$ cat config.mk
export PLATFORM = sky130hd
export DESIGN_NAME = vga_sync_gen
export DESIGN_NICKNAME = d
export VERILOG_FILES = /design/src/rtl/vga_sync_gen.sv
export SDC_FILE = /design/constraint.sdc
export NUM_CORES = 1
export LEC_CHECK = 0
export CAP_MARGIN = 10
export CELL_PAD_IN_SITES_DETAIL_PLACEMENT = 1
export CELL_PAD_IN_SITES_GLOBAL_PLACEMENT = 2
export CORE_MARGIN = 2
export CORE_UTILIZATION = 38
export DETAILED_ROUTE_END_ITERATION = 7
export DONT_BUFFER_PORTS = 1
export PLACE_DENSITY = 0.82
export SYNTH_ARGS = -nofsm -noshare
export SYNTH_HDL_FRONTEND = slang
export SYNTH_SLANG_ARGS = --single-unit
$ cat constraint.sdc
create_clock -name clk -period 2.49 [get_ports clk]
set_input_delay 0.3735 -clock clk [delete_from_list [all_inputs] [get_ports clk]]
set_output_delay 0.3735 -clock clk [all_outputs]
set_load 0.05 [all_outputs]
$ cat src/rtl/vga_sync_gen.sv
// VGA raster timing: free-running column/row counters with registered active-region
// strobes, porch-timed active-low connector syncs and line/frame ticks.
module vga_sync_gen #(
  parameter int TOTAL_COLS    = 800,
  parameter int TOTAL_ROWS    = 525,
  parameter int ACTIVE_COLS   = 640,
  parameter int ACTIVE_ROWS   = 480,
  parameter int H_FRONT_PORCH = 16,
  parameter int H_SYNC_WIDTH  = 96,
  parameter int V_FRONT_PORCH = 10,
  parameter int V_SYNC_WIDTH  = 2,
  parameter int COL_W         = $clog2(TOTAL_COLS),
  parameter int ROW_W         = $clog2(TOTAL_ROWS)
) (
  input  logic             clk,
  input  logic             i_rst_n,
  input  logic             i_en,
  output logic [COL_W-1:0] o_col_count,
  output logic [ROW_W-1:0] o_row_count,
  output logic             o_hsync,
  output logic             o_vsync,
  output logic             o_vga_hsync,
  output logic             o_vga_vsync,
  output logic             o_line_tick,
  output logic             o_frame_tick
);

  localparam logic [COL_W-1:0] COL_LAST = COL_W'(TOTAL_COLS - 1);
  localparam logic [ROW_W-1:0] ROW_LAST = ROW_W'(TOTAL_ROWS - 1);
  localparam logic [31:0] H_ACT   = 32'(ACTIVE_COLS);
  localparam logic [31:0] V_ACT   = 32'(ACTIVE_ROWS);
  localparam logic [31:0] HS_LO   = 32'(ACTIVE_COLS + H_FRONT_PORCH);
  localparam logic [31:0] HS_HI   = 32'(ACTIVE_COLS + H_FRONT_PORCH + H_SYNC_WIDTH);
  localparam logic [31:0] VS_LO   = 32'(ACTIVE_ROWS + V_FRONT_PORCH);
  localparam logic [31:0] VS_HI   = 32'(ACTIVE_ROWS + V_FRONT_PORCH + V_SYNC_WIDTH);

  // Window bounds can equal the total count, which may not fit in the counter
  // width, so decoding is done on zero-extended 32-bit values.
  function automatic logic in_window(input logic [31:0] v,
                                     input logic [31:0] lo,
                                     input logic [31:0] hi);
    return (v >= lo) && (v < hi);
  endfunction

  logic             col_wrap;
  logic [COL_W-1:0] col_p0;
  logic [ROW_W-1:0] row_p0;
  logic             hsync_p0;
  logic             vsync_p0;
  logic             vga_hsync_p0;
  logic             vga_vsync_p0;
  logic             line_tick_p0;
  logic             frame_tick_p0;

  // p0: next-state counters and the outputs decoded from them
  always_comb begin
    col_wrap = (o_col_count == COL_LAST);
    col_p0   = col_wrap ? '0 : o_col_count + COL_W'(1);
    row_p0   = o_row_count;
    if (col_wrap) begin
      row_p0 = (o_row_count == ROW_LAST) ? '0 : o_row_count + ROW_W'(1);
    end
    hsync_p0      = 32'(col_p0) < H_ACT;
    vsync_p0      = 32'(row_p0) < V_ACT;
    vga_hsync_p0  = !in_window(32'(col_p0), HS_LO, HS_HI);
    vga_vsync_p0  = !in_window(32'(row_p0), VS_LO, VS_HI);
    line_tick_p0  = (col_p0 == '0);
    frame_tick_p0 = (col_p0 == '0) && (row_p0 == '0);
  end

  // p1: registered outputs; a disabled edge holds levels and clears ticks
  always_ff @(posedge clk or negedge i_rst_n) begin
    if (!i_rst_n) begin
      o_col_count  <= COL_LAST;
      o_row_count  <= ROW_LAST;
      o_hsync      <= 1'b0;
      o_vsync      <= 1'b0;
      o_vga_hsync  <= 1'b1;
      o_vga_vsync  <= 1'b1;
      o_line_tick  <= 1'b0;
      o_frame_tick <= 1'b0;
    end else if (i_en) begin
      o_col_count  <= col_p0;
      o_row_count  <= row_p0;
      o_hsync      <= hsync_p0;
      o_vsync      <= vsync_p0;
      o_vga_hsync  <= vga_hsync_p0;
      o_vga_vsync  <= vga_vsync_p0;
      o_line_tick  <= line_tick_p0;
      o_frame_tick <= frame_tick_p0;
    end else begin
      o_line_tick  <= 1'b0;
      o_frame_tick <= 1'b0;
    end
  end

endmodule

Word level (Yosys, flattened, before mapping)
Index checks and enable logic that the tools add are counted.

word-level totals
  register bits after elaboration = 26
  output and inout bits = 26

operators by class
  $lt $le $gt $ge = 6
  equality and inequality tests = 2
  $add $sub $neg = 2
  reductions and logical operators = 7
  multiplexer cells = 5

operators with widths
  kind                                                                     number
  10-bit 2-to-1 mux                                                        3
  10-bit by 1-bit adder with 10-bit output (second input constant)         2
  10-bit equality test (second input constant)                             2
  10-bit zero test                                                         2
  10-bit < comparator (second input constant)                              2
  10-bit by 9-bit < comparator with 1-bit output (second input constant)   2
  10-bit >= comparator (second input constant)                             1
  10-bit by 9-bit >= comparator with 1-bit output (second input constant)  1
  1-bit logical AND                                                        3
  1-bit zero test                                                          2
  1-bit 2-to-1 mux                                                         2

Logic depth before layout (Yosys ltp)
  depth after elaboration = 6
  mapped depth = 9

Worst setup path after synthesis
Ideal clock, no wire load.

  path type = reg-to-reg
  from = register o_col_count[0]
  to = register o_frame_tick
  cell stages (with the launch flop) = 10
  arrival time = 2.159 ns
  setup time = 0.067 ns
  path slack = 0.264 ns
  data required time = 2.423 ns
  path through = dfstp_2 ha_1 and4_4 buf_6 and3_4 buf_8 o221ai_2 o21ai_1 nor4b_2 o2111a_1

on the way
  longest elaborated chain between the ends = 5
  elaborated cells between the ends (all ways) = 8

RTL lines
  element                                                                           line    RTL
  from (decl)                                                                       18      output logic [COL_W-1:0] o_col_count,
  from (signal assigned)                                                            83      o_col_count <= col_p0;
  10-bit by 1-bit adder with 10-bit output or 10-bit equality test (tied branches)  58, 57
  10-bit 2-to-1 mux, on equally long branches                                       58, 60
  10-bit zero test                                                                  68      frame_tick_p0 = (col_p0 == '0) && (row_p0 == '0);
  1-bit logical AND (*)                                                             68
  1-bit 2-to-1 mux (*)                                                              82      end else if (i_en) begin
  to (signal assigned)                                                              90      o_frame_tick <= frame_tick_p0;
  to (decl)                                                                         25      output logic o_frame_tick

Mark *: on every way between the ends. The rest lies on a longest branch, timed or not.
A chain may end at the register's enable or synchronous reset.

Worst setup path in the final report
Same ends and word-level chain as after synthesis.

==> results.yml <==
synth:
  number_of_library_cell_types_mapped_by_synthesis: 54
  dominant_combinational_cell_family_by_area_after_synthesis: "simple AND/OR/NAND/NOR gates"
  synth.area.top_cells: "sky130_fd_sc_hd__dfrtp_1 19%, sky130_fd_sc_hd__dfstp_2 17%, sky130_fd_sc_hd__xnor2_1 4.6%, sky130_fd_sc_hd__nand2_1 4.2%, sky130_fd_sc_hd__a21oi_1 3.4%"
  register_area_share_after_synthesis_pct: 35.3
  complex_gate_fraction_of_the_synthesized_area_pct: 19.1
  synth_fa_ha_area_share_pct: 2.65
  netlist_top_cells_count: "21 x sky130_fd_sc_hd__nand2_1, 14 x sky130_fd_sc_hd__dfrtp_1, 13 x sky130_fd_sc_hd__a21oi_1, 13 x sky130_fd_sc_hd__nor2_1, 12 x sky130_fd_sc_hd__dfstp_2"
  synth_async_sr_flop_share_pct: 100
  mappedNetlistNets: 220
  yosys.area_share.xor_xnor_pct: 6.03
  yosys_most_used_dff: "sky130_fd_sc_hd__dfrtp_1"
  yosysMostFrequentCell: "sky130_fd_sc_hd__nand2_1"
  synthCells: 213
  yosysTopAreaCellShare_pct: 18.6
  syn_avg_cell_area_sq_um: 8.86
  synth-seq-cells: 26
  synth-edff-count: 0
  yosys.area_share.simple_pct: 26.3
  post-synth-top-area-cell: "sky130_fd_sc_hd__dfrtp_1"
  synth.yosys.warnings: 0
  synth_mux_area_share_pct: 3.38
  mappedNetlistArea_sq_um: 1890
floorplanning:
  width_of_the_die_um: 74.5
  io-pin-count: 29
  placement_rows: 25
  die-area_sq_um: 5550
  die-height_um: 74.5
  core_sq_um: 4750
  initial_core_util_pct: 39.7
job:
  number_of_max_cap_violations: 0
cts:
  cts_buffers: 3
  post_cts_buffers: 0
  cts_htree_levels: 1
  cts_sinks: 26
  tritoncts: "yes"
  cts-root-to-sink-buffers: 2
  worst_setup_hold_path_clk_slew_ps: 100
  insertion_delay_ps: 280
  root_buffer: "sky130_fd_sc_hd__clkbuf_8"
setup_path:
  crit_path_max_fanout: 15
  cp_data_required_time_ps: 2720
  crit_path_cell_trace: "ha_1 > and4_4 > nand3_2 > nor3_1 > a21oi_1 > nor4b_2 > o2111a_1"
  critical_path.startpoint_type: "register"
  worst_path_max_delay_cell: "sky130_fd_sc_hd__dfstp_2"
  worstSetupEndpointType: "register"
  cp_slowest_stage_delay_ps: 550
  timing.reg2reg.setup_slack_ps: 240
  critical_path_class: "register to register"
  timing.critical_path.arrival_ps: 2470
sta:
  layout_worst_path_cycle_share_pct: 90.2
  final.hold.worst_slack_ps: 135
  tightest_slew_ps: 485
  fmaxAchievable_ghz: 0.445
  rsz_0062_raised_after_global_routing: "false"
  max_slew_margin_pct: 67.7
  timing.final.hold_violations: 0
  finalCriticalPeriod_ps: 2250
  final_skew_ps: 6.46
  setup_tns_ps: 0
  finalMaxSlewViolations: 0
  finalSetupViolations: 0
route:
  initialDrtViolationCount: 91
  dr_total_vias: 1708
  drc: 0
  wire_per_inst_um: 19.1
  post_drt_via_cell_ratio: 5.89
  antenna_left: 0
  postRouteWirelength_um: 5540
  detail_route.first_pass.iterations: 4
placed_design:
  gp_routability_congestion: 0.889
  cells_after_dpl: 284
  dp.final_hpwl_um: 3960
  placed_area_sq_um: 2010
  port-buffer-count: 0
cells_and_area:
  stdcell_area_sq_um: 2110
  fillerInstances: 568
  drive_above_1_share_pct: 24.2
  net_count_final: 231
  antennaDiodeCount: 0
  syn2layout_area_growth_pct: 11.9
  stdcell_count: 290
global_route:
  grt_antenna_before_repair: 0
  global_route.usage.met2_pct: 31.5
  gr-usage-met3_pct: 4.74
  top_usage_layer: "met2"
  grt_pass1_wl_um: 8860
  tot_gr_track_use_pct: 21.0
  first_global_vias: 1711
  grt_start_max_net_pins: 27
  global_route.usage.met1_pct: 30.3
  gr-total-overflow: 0
power:
  power.total_w: 0.00148
  irDropWorstVdd_mv: 0.370
  total_leakage_power_nw: 0.832
  p_per_area_nw_per_um2: 702
worst_hold_path:
  hold_path.class: "primary input to register"
run_status:
  run_status: "finished clean"
==> report_power, final <==
part	switching [W]	internal (W)
clock network	0.000154	0.000216
logic	0.000361	0.000168
registers	0.0000810	0.000502
==> logic make-up (layout without fill, tap and decap cells) <==
| family | after synthesis | after routing |
|---|---|---|
| muxes | 6 | 6 |
| buffers and inverters | 24 | 34 |
| xor gates and xnor gates | 13 | 13 |
| DFF | 26 | 26 |
| adders and majority gates | 4 | 4 |
| AOI/OAI and AO/OA | 54 | 54 |
| and+or+nand+nor | 86 | 86 |
==> flip-flops by register name, indices dropped and copies added, names as in the netlist <==
signal	flops
o_frame_tick	1
o_hsync	1
o_line_tick	1
o_vga_hsync	1
o_vsync	1
o_vga_vsync	1
o_row_count	10
o_col_count	10
==> cell usage in the layout (no fill, tap or decap), drive strengths merged, types with 2 or more instances in the layout <==
cell,instances
dfrtp,14
mux2i,3
o31ai,6
buf,20
mux2,3
and3,7
nor4b,2
clkbuf,3
nor4,2
nand2,22
dfstp,12
nand3,11
a21oi,13
nor2,14
nor3,7
xor2,3
o21ai,17
ha,4
nand4,4
or3,4
xnor2,10
and4,2
nor3b,2
a31oi,5
inv,9
and4bb,2
and2,5
==> per-stage QoR <==
step | setup WS [ps] | util, %
6_report | 245 | 44.4
3_3_place_gp | 408 | 42.3
2_1_floorplan | 264 | -
4_1_cts | 243 | 44.4
5_1_grt | 86.8 | 44.4
3_5_place_dp | 270 | 42.3
==> final timing paths <==
check,to,startpoint,cells past startpoint
max,o_frame_tick,o_col_count[0],7
max reg2reg,o_frame_tick,o_col_count[0],7
max in group asynchronous,o_row_count[3],i_rst_n,2
min in group asynchronous,o_col_count[6],i_rst_n,2
min,o_col_count[8],i_en,1
min reg2reg,o_col_count[3],o_col_count[3],2
==> repair_timing <==
item | CTS | global route
endpoints found under the hold margin | 26 | 0
resized for setup | 0 | 0
endpoints found under the setup margin | 0 | 0
hold buffers | 2 | 0
==> area by class of cell <==
type | count | area (sq um) | share of cell area, %
clock buffers | 3 | 41.3 | 1.95
clock inverters | 1 | 30.0 | 1.42
well taps | 67 | 83.8 | 3.97
multi-input cells | 163 | 1080 | 51.4
inverters | 9 | 33.8 | 1.60
repair buffers | 21 | 173 | 8.18
flip-flops and latches | 26 | 666 | 31.5
==> layer usage <==
metal	vias to the layer above	routed length, um	part of all wire, %
met5	-	0	0
met4	0	70	1.3
met3	8	280	5.1
met2	35	2480	45
met1	869	2710	49
li1	796	-	-
==> worst max-delay path, delay by kind of cell, from the launching register on <==
family                   cells  cell delay (ps)
AND/OR/NAND/NOR              4             1070
flip-flops                   1              550
AO/OA/AOI/OAI                2              330
adder cells (fa/ha/maj)      1              230
Power figures use the tool's default switching activity.
